--- src/rtl/ps2_pkg.sv ---
// Shared definitions for the PS/2 host-side transmit and receive blocks:
// FSM state encoding, default timing constants, frame geometry and the
// odd-parity helper.
package ps2_pkg;

  typedef enum logic [3:0] {
    ST_IDLE    = 4'd0,
    ST_INHIBIT = 4'd1,
    ST_REQ     = 4'd2,
    ST_START   = 4'd3,
    ST_DATA    = 4'd4,
    ST_PARITY  = 4'd5,
    ST_STOP    = 4'd6,
    ST_RELEASE = 4'd7,
    ST_DONE    = 4'd8,
    ST_ERROR   = 4'd9
  } ps2_state_e;

  // Default timing at a 10 MHz system clock.
  localparam int DEF_INHIBIT_CYCLES       = 1200;    // >= 100 us clock inhibit
  localparam int DEF_REQ_CYCLES           = 8;       // both lines low before clock release
  localparam int DEF_START_TIMEOUT_CYCLES = 150000;  // 15 ms for the device to start clocking
  localparam int DEF_XFER_TIMEOUT_CYCLES  = 20000;   // 2 ms from first edge to line release

  // Frame: start, 8 data bits, parity, stop (the ACK rides on the 11th clock).
  localparam int FRAME_BITS = 11;
  localparam int DATA_BITS  = FRAME_BITS - 3;

  // Consecutive cycles the synced clock must hold before the filter follows it.
  localparam int GLITCH_STABLE_CYCLES = 4;

  // PS/2 parity bit: makes the total count of ones across data+parity odd.
  function automatic logic odd_parity(input logic [7:0] d);
    return ~^d;
  endfunction

  function automatic int max2(input int a, input int b);
    return (a > b) ? a : b;
  endfunction

endpackage

--- src/rtl/ps2_line_sync.sv ---
// One PS/2 line: 2-FF synchronizer, optional glitch filter and falling-edge
// detector. The filter is enabled per instance through FILTER_EN; lines idle
// high, so every stage resets to 1 to avoid a false edge after reset.
module ps2_line_sync
  import ps2_pkg::*;
#(
  parameter bit FILTER_EN = 1'b0
) (
  input  logic clk,
  input  logic rst,
  input  logic line_i,
  output logic level_o,
  output logic fe_o
);

  logic meta_q;
  logic sync_q;
  logic prev_q;
  logic cur;

  // Two-stage synchronizer for the asynchronous pad input.
  always_ff @(posedge clk) begin
    // NOTE: sequential state uses non-blocking assignments so every flop samples pre-edge values.
    if (!rst) begin
      meta_q <= 1'b1;
      sync_q <= 1'b1;
    end else begin
      meta_q <= line_i;
      sync_q <= meta_q;
    end
  end

  generate
    if (FILTER_EN) begin : g_filter
      localparam int CW = $clog2(GLITCH_STABLE_CYCLES);
      logic [CW-1:0] cnt_q;
      logic          filt_q;

      // Follow the synced value only once it has held long enough; any
      // return to the filtered value restarts the count.
      always_ff @(posedge clk) begin
        if (!rst) begin
          cnt_q  <= '0;
          filt_q <= 1'b1;
        end else if (sync_q == filt_q) begin
          cnt_q <= '0;
        end else if (cnt_q == CW'(GLITCH_STABLE_CYCLES - 2)) begin
          filt_q <= sync_q;
          cnt_q  <= '0;
        end else begin
          cnt_q <= cnt_q + 1'b1;
        end
      end

      assign cur = filt_q;
    end else begin : g_direct
      assign cur = sync_q;
    end
  endgenerate

  // Previous value for edge detection.
  always_ff @(posedge clk) begin
    if (!rst) prev_q <= 1'b1;
    else      prev_q <= cur;
  end

  assign level_o = cur;
  assign fe_o    = prev_q & ~cur;

endmodule

--- src/rtl/ps2_data_output.sv ---
// Host-to-device PS/2 transmitter. Performs the clock inhibit and
// request-to-send, shifts out the 11-bit frame on device clock falling
// edges, checks the device ACK and waits for both lines to be released.
// Line drives are pull-low enables for external open-drain pads.
// Optional: define PS2_TX_GLITCH_FILTER_EN to glitch-filter ps2_clk before
// edge detection (adds 3 cycles of edge latency).
module ps2_data_output
  import ps2_pkg::*;
#(
  parameter int INHIBIT_CYCLES       = DEF_INHIBIT_CYCLES,
  parameter int REQ_CYCLES           = DEF_REQ_CYCLES,
  parameter int START_TIMEOUT_CYCLES = DEF_START_TIMEOUT_CYCLES,
  parameter int XFER_TIMEOUT_CYCLES  = DEF_XFER_TIMEOUT_CYCLES
) (
  input  logic       clk,
  input  logic       rst,
  input  logic       ps2_clk,
  input  logic       ps2_data,
  input  logic [7:0] tx_data,
  input  logic       tx_valid,
  output logic       tx_ready,
  output logic       ps2_clk_drive_low,
  output logic       ps2_data_drive_low,
  output logic       tx_done_strb,
  output logic       tx_error_strb
);

  // One counter width covers every timed phase.
  localparam int TMAX = max2(max2(INHIBIT_CYCLES, REQ_CYCLES),
                             max2(START_TIMEOUT_CYCLES, XFER_TIMEOUT_CYCLES));
  localparam int TW   = $clog2(TMAX + 1);

  localparam logic [TW-1:0] INH_LAST   = TW'(INHIBIT_CYCLES - 1);
  localparam logic [TW-1:0] REQ_LAST   = TW'(REQ_CYCLES - 1);
  localparam logic [TW-1:0] START_LAST = TW'(START_TIMEOUT_CYCLES - 1);
  localparam logic [TW-1:0] XFER_LAST  = TW'(XFER_TIMEOUT_CYCLES - 1);

`ifdef PS2_TX_GLITCH_FILTER_EN
  localparam bit CLK_FILTER_EN = 1'b1;
`else
  localparam bit CLK_FILTER_EN = 1'b0;
`endif

  ps2_state_e    state_q;
  logic          clk_drv_q;
  logic          data_drv_q;
  logic          done_q;
  logic          err_q;
  logic [TW-1:0] cnt_q;
  logic [TW-1:0] xfer_q;
  logic [3:0]    bit_cnt_q;
  logic [7:0]    shift_q;
  logic          parity_q;

  logic clk_level;
  logic clk_fe;
  logic data_level;
  logic data_fe_unused;
  logic xfer_run;
  logic abort;

  ps2_line_sync #(.FILTER_EN(CLK_FILTER_EN)) u_clk_sync (
    .clk    (clk),
    .rst    (rst),
    .line_i (ps2_clk),
    .level_o(clk_level),
    .fe_o   (clk_fe)
  );

  ps2_line_sync #(.FILTER_EN(1'b0)) u_data_sync (
    .clk    (clk),
    .rst    (rst),
    .line_i (ps2_data),
    .level_o(data_level),
    .fe_o   (data_fe_unused)
  );

  // Timeouts take priority over any edge seen in the same cycle.
  assign xfer_run = (state_q == ST_DATA)   || (state_q == ST_PARITY) ||
                    (state_q == ST_STOP)   || (state_q == ST_RELEASE);
  assign abort    = ((state_q == ST_START) && (cnt_q == START_LAST)) ||
                    (xfer_run && (xfer_q == XFER_LAST));

  // Transmit FSM with registered line drives and strobes.
  always_ff @(posedge clk) begin
    if (!rst) begin
      state_q    <= ST_IDLE;
      clk_drv_q  <= 1'b0;
      data_drv_q <= 1'b0;
      done_q     <= 1'b0;
      err_q      <= 1'b0;
      cnt_q      <= '0;
      xfer_q     <= '0;
      bit_cnt_q  <= '0;
      shift_q    <= '0;
      parity_q   <= 1'b0;
    end else begin
      done_q <= 1'b0;
      err_q  <= 1'b0;

      if (abort) begin
        state_q    <= ST_ERROR;
        err_q      <= 1'b1;
        clk_drv_q  <= 1'b0;
        data_drv_q <= 1'b0;
      end else begin
        // The transfer timer saturates rather than wrapping.
        if (xfer_run && (xfer_q != '1)) xfer_q <= xfer_q + 1'b1;

        case (state_q)
          ST_IDLE: begin
            clk_drv_q  <= 1'b0;
            data_drv_q <= 1'b0;
            if (tx_valid) begin
              shift_q   <= tx_data;
              parity_q  <= odd_parity(tx_data);
              cnt_q     <= '0;
              clk_drv_q <= 1'b1;
              state_q   <= ST_INHIBIT;
            end
          end

          ST_INHIBIT: begin
            if (cnt_q == INH_LAST) begin
              cnt_q      <= '0;
              data_drv_q <= 1'b1;
              state_q    <= ST_REQ;
            end else begin
              cnt_q <= cnt_q + 1'b1;
            end
          end

          ST_REQ: begin
            if (cnt_q == REQ_LAST) begin
              cnt_q     <= '0;
              clk_drv_q <= 1'b0;
              state_q   <= ST_START;
            end else begin
              cnt_q <= cnt_q + 1'b1;
            end
          end

          // Data held low is the start bit; the device now generates clocks.
          ST_START: begin
            cnt_q <= cnt_q + 1'b1;
            if (clk_fe) begin
              data_drv_q <= ~shift_q[0];
              bit_cnt_q  <= 4'd1;
              xfer_q     <= '0;
              state_q    <= ST_DATA;
            end
          end

          ST_DATA: begin
            if (clk_fe) begin
              if (bit_cnt_q == 4'(DATA_BITS)) begin
                data_drv_q <= ~parity_q;
                state_q    <= ST_PARITY;
              end else begin
                data_drv_q <= ~shift_q[bit_cnt_q[2:0]];
                bit_cnt_q  <= bit_cnt_q + 4'd1;
              end
            end
          end

          // Releasing data presents the stop bit.
          ST_PARITY: begin
            if (clk_fe) begin
              data_drv_q <= 1'b0;
              state_q    <= ST_STOP;
            end
          end

          // Device pulls data low around the 11th clock to acknowledge.
          ST_STOP: begin
            if (clk_fe) begin
              if (!data_level) begin
                state_q <= ST_RELEASE;
              end else begin
                state_q <= ST_ERROR;
                err_q   <= 1'b1;
              end
            end
          end

          ST_RELEASE: begin
            if (clk_level && data_level) begin
              state_q <= ST_DONE;
              done_q  <= 1'b1;
            end
          end

          ST_DONE:  state_q <= ST_IDLE;
          ST_ERROR: state_q <= ST_IDLE;

          default: begin
            state_q    <= ST_IDLE;
            clk_drv_q  <= 1'b0;
            data_drv_q <= 1'b0;
          end
        endcase
      end
    end
  end

  assign tx_ready           = (state_q == ST_IDLE);
  assign ps2_clk_drive_low  = clk_drv_q;
  assign ps2_data_drive_low = data_drv_q;
  assign tx_done_strb       = done_q;
  assign tx_error_strb      = err_q;

endmodule

--- config.mk ---
export PLATFORM = sky130hd
export DESIGN_NAME = ps2_data_output
export DESIGN_NICKNAME = d
export VERILOG_FILES = /design/src/rtl/ps2_pkg.sv /design/src/rtl/ps2_line_sync.sv /design/src/rtl/ps2_data_output.sv
export SDC_FILE = /design/constraint.sdc
export NUM_CORES = 1
export LEC_CHECK = 0
export CAP_MARGIN = 20
export CELL_PAD_IN_SITES_DETAIL_PLACEMENT = 1
export CELL_PAD_IN_SITES_GLOBAL_PLACEMENT = 2
export CORE_ASPECT_RATIO = 2
export CORE_MARGIN = 2
export CORE_UTILIZATION = 36
export CTS_CLUSTER_SIZE = 8
export DETAILED_ROUTE_END_ITERATION = 8
export PLACE_DENSITY = 0.86
export SLEW_MARGIN = 20
export SYNTH_ARGS = -nofsm -noshare
export SYNTH_HDL_FRONTEND = slang
export SYNTH_HIERARCHICAL = 1
export SYNTH_SLANG_ARGS = --single-unit
--- constraint.sdc ---
create_clock -name clk -period 2.65 [get_ports clk]
set_input_delay 0.265 -clock clk [delete_from_list [all_inputs] [get_ports clk]]
set_output_delay 0.265 -clock clk [all_outputs]
set_load 0.02 [all_outputs]
# --- Word level (Yosys, flattened, before mapping) ---
# Index checks and enable logic that the tools add are counted.
word_totals:
  ff_bits: 62
  latch_bits: 0
  ram_bits: 0
  romBits: 0
  in_bits: 13
  output_inout_bits: 5
  word_cells: 126
  n_memories: 0
op_classes:
  add_sub_neg: 3
  multipliers: 0
  n_div: 0
  order_cmp: 1
  eq_ne: 34
  shift: 0
  mux: 39
  n_bitwise: 10
  reduce_logical: 23
op_table:
  columns: ["cell", "n"]
  rows:
  - ["$mux 18", 6]
  - ["$pmux 18 s4", 1]
  - ["$mux 4", 14]
  - ["$add 18x1->18 const B", 2]
  - ["$pmux 4 s8", 1]
  - ["$eq 18x11->1 const B", 1]
  - ["$eq 18x15->1 const B", 1]
  - ["$eq 18x18->1 const B", 1]
  - ["$eq 18x3->1 const B", 1]
  - ["$ne 18x18->1 const B", 1]
  - ["$ne 3x3->1 const B", 6]
  - ["$reduce_and 9->1", 2]
  - ["$eq 4x3->1 const B", 4]
  - ["$ne 2x2->1 const B", 8]
  - ["$mux 1", 13]
  - ["$eq 4x4->1 const B", 3]
  - ["$reduce_and 5->1", 2]
  - ["$ne 3x2->1 const B", 3]
  - ["$not 1->1", 9]
  - ["$eq 4x2->1 const B", 2]
  - ["$pmux 4 s2", 1]
  - ["$reduce_or 8->1", 1]
  - ["$reduce_xnor 8->1", 1]
  - ["$reduce_and 3->1", 2]
  - ["17 further kinds", 24]

# --- Depth between registers and ports, before layout ---
logic_depth:
  depth_word: 8
  mapped_depth: 9
  ltp_nobuf: 8

# --- By module ---
# The synthesis kept the hierarchy.
by_module_without_submodules:
  columns: ["mod", "instances", "cells_per_inst", "area_each_um2", "seq_area_each_um2"]
  rows:
  - ["ps2_data_output", 1, 398, 3214.3, 1141.1]
  - ["ps2_line_sync", 2, 7, 85.1, 60.1]

# --- Least setup slack after synthesis ---
# Ideal clock, no wire load.
synth_path:
  path_type: "reg2reg"
  start: "register cnt_q[12]"
  end: "register cnt_q[3]"
  setup_time_ps: 125
  t_arrival_ps: 2250
  t_required_ps: 2525
  path_slack_ps: 275
  path_stages_with_launch: 8
  path_buffers: 1
  synth_period_minus_slack_ps: 2375
  path_cell_list: "dfxtp_1 -> or4_4 -> or4_4 -> o311ai_4 -> a31oi_2 -> buf_2 -> a22oi_1 -> o31ai_1"
synth_between:
  elab_chain_cells: 5
  word_cells_on_any_way: 10
  cone_classes: "eq/ne (3); mux (3); bitwise (1); reduce/logical (3)"
synth_lines:
  columns: ["element", "line", "rtl"]
  rows:
  - ["from (decl)", "ps2_data_output.sv:49", "logic [TW-1:0] cnt_q;"]
  - ["from (signal assigned)", "ps2_data_output.sv:129", "cnt_q <= cnt_q + 1'b1;"]
  - ["from (signal assigned)", "ps2_data_output.sv:139", "cnt_q <= cnt_q + 1'b1;"]
  - ["from (signal assigned)", "ps2_data_output.sv:145", "cnt_q <= cnt_q + 1'b1;"]
  - ["parallel branches: the longest is 5 deep, another holds $eq 18x3->1", null, null]
# Parallel ways; which one is timed is not known.
# A chain may end at the register's enable or synchronous reset.

# --- Worst setup path in the final report ---
layout_path:
  start: "register cnt_q[15]"
  end: "register cnt_q[3]"
# The elaborated chain is that of the path after synthesis.

==> results.toml <==
[layout]
num_antenna_cells = 0
mostFrequentLayoutCells = "dfxtp_1, nor2_1, nand2_1"
layout-drive-gt1-share_pct = 13.0
mostFrequentLayoutCell = "dfxtp_1"
syn_to_final_growth_pct = 22.3
final_nets = 458

[routing]
drt-total-wl_um = 10500
met3_length_um = 193
detail-route-antenna-nets = 0
via_count = 3245
firstDrtPassIters = 4
post-route-drc-count = 0
avgViaCountPerCell = 5.92
met1Wirelength_um = 3640
wire_per_inst_um = 19.2
top_layer_used = "met4"
drtIter0Drc = 129
met2_length_um = 6200

[yosys]
syn_nets = 426
synth_cells = 409
syn_area_per_cell_sq_um = 8.20
syn_area_sq_um = 3350
yosysWarningCount = 6

[timing]
worstMarginPinSlew_ps = 563
period_needed_ps = 2530
skew_ps = 5.44
fmax_mhz = 395
worst_slack_ps = 116
drv_slew = 0
rsz0062_at_grt = "no"
hold_viol = 0
maxSlewHeadroom_pct = 62.3
fin_crit_sh_pct = 95.6
setup_tns_ps = 0
setup_viol = 0

[placement]
portBuffers = 17
dp_hpwl_um = 8170
pre_cts_slack_ps = 39.9
place_congestion = 0.879

[worst_hold_path]
hp-class = "flip-flop to flip-flop"

[clock_network]
cts_sinks = 62
numCtsBuffers = 9
cts_max_path_buffers = 2
htreeDepth = 3
clk_latency_ps = 330
tritoncts = "yes"
ctsHoldBuffers = 0
cts.clk_slew.worst_paths_ps = 50
cts_setup_buffers = 0
cts-root-buf = "clkbuf_16"

[global_routing]
grt.total_usage_pct = 22.5
antenna_found_initial = 0
grt_pass1_vias = 3564
overflow = 0
grt_pass1_wl_um = 17600
grt_max_degree = 21

[floorplan]
die-area_sq_um = 10100
rows = 49
core_area_sq_um = 9010
pin_count = 18
die_h_um = 140
start_util_pct = 37.2
die_w_um = 72.2

[pwr]
power_density_nw_per_um2 = 786
power_leakage_uw = 0.00145
peakVddDrop_mv = 0.531

[setup_path]
path_max_fanout = 11
required_ps = 2860
path_class = "flip-flop to flip-flop"
arrival_ps = 2740
end_kind = "flip-flop"
critPathLaunchType = "flip-flop"

[status]
outcome = "completed"

[run]
cap_violations = 0
[power by group]
part           total (uW)  internal (uW)  switching [uW]
combinational         939            362             576
sequential           1030            994            35.6
clock                1250            827             426
total                3220           2180            1040
[per-stage QoR]
stage          utilization (%)  power (uW)  cells  hold WS [ps]  area (sq um)
2_1_floorplan                -        1660    409           338          3350
3_3_place_gp              41.7        1930    532           394          3760
3_5_place_dp              41.7        1950    532           404          3760
4_1_cts                   45.2        3220    548           421          4080
5_1_grt                   45.5        3370    548           428          4100
6_report                  45.5        3220    548           415          4100
[flip-flops by register name, summed over array words and instances (netlist names)]
| register | count |
|---|---|
| cnt_q | 18 |
| xfer_q | 18 |
| shift_q | 8 |
| bit_cnt_q | 4 |
| state_q | 4 |
| parity_q | 1 |
| ps2_clk_drive_low | 1 |
| ps2_data_drive_low | 1 |
| tx_done_strb | 1 |
| tx_error_strb | 1 |
| u_clk_sync/level_o | 1 |
| u_clk_sync/meta_q | 1 |
| u_clk_sync/prev_q | 1 |
| u_data_sync/level_o | 1 |
| u_data_sync/meta_q | 1 |
[routing by layer]
metal | GRT usage, % | vias up
li1 | - | 1549
met1 | 21.6 | 1624
met2 | 42.6 | 45
met3 | 4.24 | 27
met4 | 12.7 | 0
met5 | 0 | -
[worst max-delay path: stages (launching register included)]
cell and delay (ps):
dfxtp_1 350, or4_4 500, or4_4 540, o2111ai_4 310, a31oi_4 220, buf_4 210, a22oi_1 150, o31ai_1 110
[layout make-up]
class / instances / area (sq um)
clock inverters: 3 / 40.0
well taps: 102 / 128
multi-input cells: 313 / 2000
repair buffers: 42 / 362
inverters: 13 / 48.8
flip-flops and latches: 62 / 1240
clock buffers: 13 / 280
fillers: 1073 / 4910
[what timing repair did]
action	CTS	global route
gates resized for setup	0	6
hold endpoints to repair	0	0
setup endpoints to repair	0	13
[worst paths after layout]
check	start	end	slack [ps]	depth (start not counted)
max	cnt_q[15]	cnt_q[3]	120	7
min	u_data_sync/meta_q	u_data_sync/level_o	410	1
max reg2reg	cnt_q[15]	cnt_q[3]	120	7
min reg2reg	u_data_sync/meta_q	u_data_sync/level_o	410	1
Note: power is estimated with default switching activity, not from simulation.
